## config.mk

```make
export PLATFORM = sky130hd
export DESIGN_NAME = excess3_sched
export DESIGN_NICKNAME = d
export VERILOG_FILES = /design/src/rtl/excess3_sched.sv
export SDC_FILE = /design/constraint.sdc
export NUM_CORES = 1
export LEC_CHECK = 0
export CAP_MARGIN = 20
export CORE_ASPECT_RATIO = 1.5
export CORE_UTILIZATION = 50
export DETAILED_ROUTE_END_ITERATION = 16
export DONT_BUFFER_PORTS = 1
export GPL_TIMING_DRIVEN = 0
export HOLD_SLACK_MARGIN = 0.06
export PLACE_DENSITY = 0.69
export SYNTH_ARGS = -nofsm -noshare
export SYNTH_HDL_FRONTEND = slang
export SYNTH_SLANG_ARGS = --single-unit
```

## constraint.sdc

```tcl
create_clock -name the_clock -period 2.7 [get_ports the_clock]
set_input_delay 0.27 -clock the_clock [delete_from_list [all_inputs] [get_ports the_clock]]
set_output_delay 0.27 -clock the_clock [all_outputs]
set_load 0.02 [all_outputs]
```

## src/rtl/excess3_sched.sv

```systemverilog
// rtl/excess3_sched.sv - two-requester round-robin BCD to excess-3 converter
// A bit-serial adder adds 0011 to the granted digit, one bit per cycle, LSB first.
module excess3_sched (
    input  logic       the_clock,
    input  logic       the_reset,
    input  logic       req0_valid,
    input  logic [3:0] req0_digit,
    output logic       req0_ready,
    input  logic       req1_valid,
    input  logic [3:0] req1_digit,
    output logic       req1_ready,
    output logic       out_valid,
    output logic [3:0] out_code,
    output logic       out_id,
    output logic       out_err,
    input  logic       out_ready
);

    typedef enum logic [1:0] {
        IDLE  = 2'd0,
        SHIFT = 2'd1,
        DONE  = 2'd2
    } state_t;

    localparam logic [3:0] ADDEND = 4'b0011;

    state_t     state;
    state_t     state_next;
    logic [3:0] digit;
    logic [2:0] sum;
    logic [1:0] cnt;
    logic       carry;
    logic       id;
    logic       last_grant;
    logic       target;
    logic       accept;
    logic       sum_bit;
    logic       carry_next;

    // A lone requester always wins; otherwise the one not served last.
    always_comb begin
        target = ~last_grant;
        if (req0_valid && !req1_valid) begin
            target = 1'b0;
        end else if (req1_valid && !req0_valid) begin
            target = 1'b1;
        end
    end

    assign req0_ready = (state == IDLE) && !target;
    assign req1_ready = (state == IDLE) && target;
    assign accept     = (req0_valid && req0_ready) || (req1_valid && req1_ready);

    assign sum_bit    = digit[cnt] ^ ADDEND[cnt] ^ carry;
    assign carry_next = (digit[cnt] & ADDEND[cnt]) | (digit[cnt] & carry) | (ADDEND[cnt] & carry);

    always_ff @(posedge the_clock) begin
        if (the_reset) begin
            state <= IDLE;
        end else begin
            state <= state_next;
        end
    end

    always_comb begin
        state_next = state;
        case (state)
            IDLE:    if (accept) state_next = SHIFT;
            SHIFT:   if (cnt == 2'd3) state_next = DONE;
            DONE:    if (out_ready) state_next = IDLE;
            default: state_next = IDLE;
        endcase
    end

    always_ff @(posedge the_clock) begin
        if (the_reset) begin
            digit      <= 4'd0;
            sum        <= 3'd0;
            cnt        <= 2'd0;
            carry      <= 1'b0;
            id         <= 1'b0;
            last_grant <= 1'b1;
            out_valid  <= 1'b0;
            out_code   <= 4'd0;
            out_id     <= 1'b0;
            out_err    <= 1'b0;
        end else begin
            case (state)
                IDLE: begin
                    if (accept) begin
                        digit      <= target ? req1_digit : req0_digit;
                        id         <= target;
                        last_grant <= target;
                        cnt        <= 2'd0;
                        carry      <= 1'b0;
                    end
                end
                SHIFT: begin
                    // Sum bits enter at the top so after three shifts sum holds bits 2..0.
                    sum   <= {sum_bit, sum[2:1]};
                    carry <= carry_next;
                    cnt   <= cnt + 2'd1;
                    if (cnt == 2'd3) begin
                        out_valid <= 1'b1;
                        out_code  <= {sum_bit, sum};
                        out_id    <= id;
                        out_err   <= (digit > 4'd9);
                    end
                end
                DONE: begin
                    if (out_ready) begin
                        out_valid <= 1'b0;
                    end
                end
                default: begin
                    out_valid <= 1'b0;
                end
            endcase
        end
    end

endmodule

```

# After elaboration in Yosys (flattened, before gate mapping)
# Index checks and enable logic that the tools add are counted.
# W data, S select, Z words.
dict set report classes {
  addsub 1
  mul 0
  div_mod_pow 0
  n_lt_le_gt_ge 2
  eq_ne 6
  n_shift 0
  mux 18
  bitwise 9
  reduce_logical 17
}
# cell count
set ops {}
lappend ops {{$mux W2} 4}
lappend ops {{$mux W1} 7}
lappend ops {{$logic_and A1 B1 Y1} 6}
lappend ops {{$ne A2 B2 Y1 const B} 3}
lappend ops {{$pmux W2 S3} 1}
lappend ops {{$reduce_and A2 Y1} 3}
lappend ops {{$reduce_and A3 Y1} 2}
lappend ops {{$bmux W1 S2} 2}
lappend ops {{$eq A2 B2 Y1 const B} 2}
lappend ops {{$gt A4 B4 Y1 const B} 1}
lappend ops {{$mux W4} 1}
lappend ops {{$pmux W2 S2} 1}
lappend ops {{$and A1 B1 Y1} 3}
lappend ops {{$logic_not A1 Y1} 3}
lappend ops {{$lt A2 B3 Y1 const B} 1}
lappend ops {{$pmux W1 S3} 1}
lappend ops {{$add A2 B1 Y2 const B} 1}
lappend ops {{$eq A2 B1 Y1 const B} 1}
lappend ops {{$logic_not A2 Y1} 1}
lappend ops {{$not A1 Y1} 2}
lappend ops {{$or A1 B1 Y1} 2}
lappend ops {{$pmux W1 S2} 1}
lappend ops {{$reduce_bool A2 Y1} 1}
lappend ops {{$xor A1 B1 Y1} 2}
lappend ops {{$logic_or A1 B1 Y1} 1}
dict set report totals {
  ff_bits 21
  latch_bits 0
  mem_bits_rw 0
  mem_bits_ro 0
  elab_cells 64
  mem_count 0
}

# Longest topological paths before layout
dict set report logic_depth {
  depth_word 10
  mapped_depth 5
  mapped_depth_nobuf 4
}

# Worst setup path after synthesis
# OpenSTA, ideal clock, no wires.
dict set report synth_timing {
  path_type {register to register}
  startpoint {reg cnt[0]}
  endpoint {reg out_code[3]}
  setup_ns 0.070
  arrival_time_ns 1.541
  t_required_ns 2.630
  path_slack_ns 1.089
  path_stages_with_launch 5
  n_path_buf 0
  period_less_slack_ns 1.611
  path_cell_list {dfxtp_1 -> mux4_2 -> fa_1 -> nand3_1 -> a21oi_1}
}
dict set report synth_via {
  elab_chain_len 4
  elab_cells_between_ends 8
}
# element line
set synth_lines {}
lappend synth_lines {{from (decl)} 31} ;# logic [1:0] cnt;
lappend synth_lines {{from (signal assigned)} 102} ;# cnt <= cnt + 2'd1;
lappend synth_lines {{$bmux W1 S2} 54} ;# assign sum_bit = digit[cnt] ^ ADDEND[cnt] ^ carry;
lappend synth_lines {{$mux W1 (implied by the code)} 54}
lappend synth_lines {{$xor A1 B1 Y1 * (2 in series)} 54}
lappend synth_lines {{named net sum_bit} 37} ;# logic sum_bit;
lappend synth_lines {{to (signal assigned)} 105} ;# out_code <= {sum_bit, sum};
lappend synth_lines {{to (decl)} 13} ;# output logic [3:0] out_code,
# Mark *: on every way through the listed nets, which the timed path passes. The rest lies on a longest branch. The select of a mux whose other input is x is not followed.
# A chain may end at the register's enable or synchronous reset.

# Worst setup path after layout
dict set report layout_timing {
  startpoint {reg state[0]}
  endpoint {out req1_ready}
}
dict set report layout_via {
  elab_chain_len 2
}
# element line
set layout_lines {}
lappend layout_lines {{from (decl)} 27} ;# state_t state;
lappend layout_lines {{from (signal assigned)} 61} ;# state <= state_next;
lappend layout_lines {{$logic_not A2 Y1} 51} ;# assign req1_ready = (state == IDLE) && target;
lappend layout_lines {{$logic_and A1 B1 Y1} 51}
lappend layout_lines {{to (decl)} 11} ;# output logic req1_ready,
# No other way between the ends.

==> run_results.csv <==
group,metric,value,unit
status,status,"complete, no violations",
pwr,p_clk_share,27.1,%
synth,syn_inst,113,
setup_path,crit_slowest_cell,"dfxtp_1",
synth,synth.avg_cell_area,8.703,um^2
setup_path,worstPathCellList,"buf_6 > or2_4 > buf_6 > nor2_1",
synth,syn-num-nets,128,
cts,cts_hold_buffers,1,
timing,setup_slack,0.9380,ns
timing,finalCriticalPeriod,1.762,ns
final_layout,area_growth,6.488,%
hold_path,hold_path_end,"state[1]",
floorplanning,io_pins,22,
grt,antenna_found_initial,0,
cts,cts_tree,"built",
placement,gp_congestion,0.8375,
floorplanning,fp.dieW,38.21,um
setup_path,rr_worst_depth,4,
setup_path,crit_buf_inv,2,
timing,grt_setup_unrepaired,"no",
setup_path,cp_max_fo,10,
pwr,power_density,554.0,mW/mm^2
pwr,power.internal,0.4162,mW
floorplanning,die_h,56.32,um
setup_path,crit_family,"simple AND/OR/NAND/NOR gates",
pwr,seqPwrFrac,58.1,%
cts,cts_root_buffer,"clkbuf_4",
grt,grt_overflow,0,
detailed_routing,dr.pass1.iters,4,
grt,grt_util_all_layers,21.35,%
synth,synth_simple_gate_area_share,19.97,%
detailed_routing,wl,1996,um
detailed_routing,drc,0,
hold_path,hold_depth,3,
setup_path,rr_startpoint,"cnt[0]",
timing,fin_setup_tns,0,ns
grt,first_global_vias,749,
timing,skew,0.001895,ns
timing,setup_viol,0,
cts,clock_sinks,21,
final_layout,fin_cells,139,
pwr,switching_share,28.27,%
setup_path,crit_type,"reg2out",
pwr,power_leakage,0.3620,nW
setup_path,ff2ff_setup_slack,0.97,ns
setup_path,cp.arrival,1.49,ns
synth,yosysWarnings,0,
pwr,switchingPower,0.1640,mW
timing,hold_viol_final,0,
placement,dpl_cell_area,0.001010,mm^2
synth,synth-xor-area-share,0,%
floorplanning,fp.coreArea,0.001831,mm^2
setup_path,critPathRequiredTime,2.43,ns
synth,synth-compound-area-share,23.79,%
final_layout,nets,134,
final_layout,final_common_cell,"dfxtp_1",
grt,grt_pass1_wl,3277,um
setup_path,worst_setup_path_start_kind,"register",
timing,final-max-slew-violation-count,0,
floorplanning,placementRows,19,
cts,cts_made_buffers,3,
synth,synthMuxAreaShare,2.290,%
cts,htreeDepth,1,
detailed_routing,via_count,827,
cts,insertion_delay,0.31,ns
pwr,power_frac_comb,14.8,%
detailed_routing,avgViaCountPerCell,5.950,
timing,finalCritPeriodShare,65.26,%
cts,cts.path.max_buffers,2,
synth,ys_types,29,
pwr,p_total,0.5802,mW
setup_path,timing.rr.end,"out_code[3]",
placement,portBuffers,0,
cts,post_cts_buffers,0,
timing,max_freq,567.5,MHz
hold_path,min_from,"out_ready",
grt,grt_max_degree,13,
detailed_routing,drtAntennaViolNets,0,
final_layout,final_area,0.001047,mm^2
timing,worst_pin_slew,0.4745,ns
floorplanning,start_util,53.73,%
floorplanning,dieArea,0.002152,mm^2
cts,cts-resized-gates,0,
synth,synth_adder_area_share,4.326,%
timing,slew_headroom,67.55,%
setup_path,cp-end-kind,"output port",
synth,synth_top_family_by_area,"compound AO/OA/AOI/OAI gates",
detailed_routing,avgRoutedWirePerCell,14.36,um
placement,place_ws,0.9945,ns
synth,seq_area_frac_synth,42.75,%
setup_path,critPathMaxStageDelay,0.33,ns
pwr,ir_worst_vdd,228.0,uV
final_layout,layout_common_cells,"21 x dfxtp_1, 18 x a21oi_1, 18 x nand2_1",
detailed_routing,drt_iter0_drc,8,
final_layout,drive_gt1_share,11.86,%
final_layout,antenna_cells,0,
synth,ys_ff_latch,21,
cts,clk_pin_slew_worst_paths,0.12,ns
job,maxCapViolations,0,
synth,syn_area,983.4,um^2
hold_path,hp-class,"in2reg",
placement,dp_hpwl,1431,um
placement,dpl.cell_count,134,
setup_path,cp_common_cell,"buf_6",
## metal layers
| metal | vias up | global-route usage (%) | wire, um |
|---|---|---|---|
| met1 | 383 | 26.14 | 923 |
| li1 | 419 | - | - |
| met5 | - | 0 | 0 |
| met4 | 0 | 10.71 | 46 |
| met3 | 5 | 2.767 | 48 |
| met2 | 20 | 34.87 | 977 |
## synthesized netlist by cell type
cell / n / share of area [%]
dfxtp_1: 21 / 43
a21oi_1: 18 / 9.2
nand2_1: 18 / 6.9
nor2_1: 6 / 2.3
inv_1: 5 / 1.9
nand3_1: 5 / 2.5
a2111oi_0: 4 / 3.6
a2111oi_1: 4 / 4.1
nor4_1: 4 / 2.5
buf_2: 3 / 1.5
clkbuf_1: 3 / 1.1
o211ai_1: 3 / 2.3
buf_6: 2 / 2.3
nand2b_1: 2 / 1.3
a2111oi_2: 1 / 1.5
a32oi_1: 1 / 0.89
and2_1: 1 / 0.64
fa_1: 1 / 2.0
ha_1: 1 / 1.3
maj3_1: 1 / 1.0
mux4_2: 1 / 2.3
nand3b_1: 1 / 0.76
nor2b_1: 1 / 0.64
o2111ai_1: 1 / 0.89
o21ai_0: 1 / 0.51
o311ai_0: 1 / 0.89
or2_2: 1 / 0.64
or2_4: 1 / 0.89
or3b_2: 1 / 0.89
## power groups by stage
stage | sequential (mW) | combinational, mW | clock (mW)
finish | 0.337 | 0.0859 | 0.157
global route | 0.339 | 0.0968 | 0.172
CTS | 0.337 | 0.0862 | 0.158
detailed placement | 0.344 | 0.0846 | 0
global placement | 0.344 | 0.0826 | 0
floorplan | 0.341 | 0.0705 | 0
## worst max path at each step
stage | start | end | slack, ns | cells past startpoint
after CTS | state[0] | req1_ready | 0.93 | 4
after floorplan | cnt[0] | out_code[3] | 1.09 | 4
after detailed placement | cnt[0] | out_code[3] | 0.99 | 4
after global placement | cnt[0] | out_code[3] | 1.02 | 4
after global routing | cnt[0] | out_code[3] | 0.86 | 4
final | state[0] | req1_ready | 0.94 | 4
## cell type report
type | count | area (um^2)
Fill cell | 180 | 783.3
Timing Repair Buffer | 1 | 10.01
Sequential cell | 21 | 420.4
Clock buffer | 3 | 22.52
Tap cell | 21 | 26.28
Inverter | 5 | 18.77
Multi-Input combinational cell | 79 | 495.5
Clock inverter | 1 | 5.005
Buffer | 8 | 48.80
## state kept, by name, indices dropped and copies added, names as in the netlist, 2 cells and up
register  flops
digit         4
state         2
sum           3
cnt           2
out_code      4
## worst reg2reg max path: cells and delay by family, from the launching register on
family	cells	cell delay, ns
compound gates	1	0.13
flops	1	0.42
simple gates	1	0.07
fa+ha+maj	1	0.52
mux	1	0.53
## through the flow
stage                     hold WS [ns]  utilization [%]
after global routing            0.1181            57.21
after CTS                       0.1151            57.21
after floorplan                 0.3610                -
final                           0.1128            57.21
after global placement          0.3623            55.16
after detailed placement        0.3696            55.16
## cells by family after synthesis
| group | count (synthesis) |
|---|---|
| DFF | 21 |
| AOI/OAI and AO/OA | 34 |
| adders and majority gates | 3 |
| and+or+nand+nor | 41 |
| muxes | 1 |
| buffers and inverters | 13 |
(Power assumes the default switching activity.)
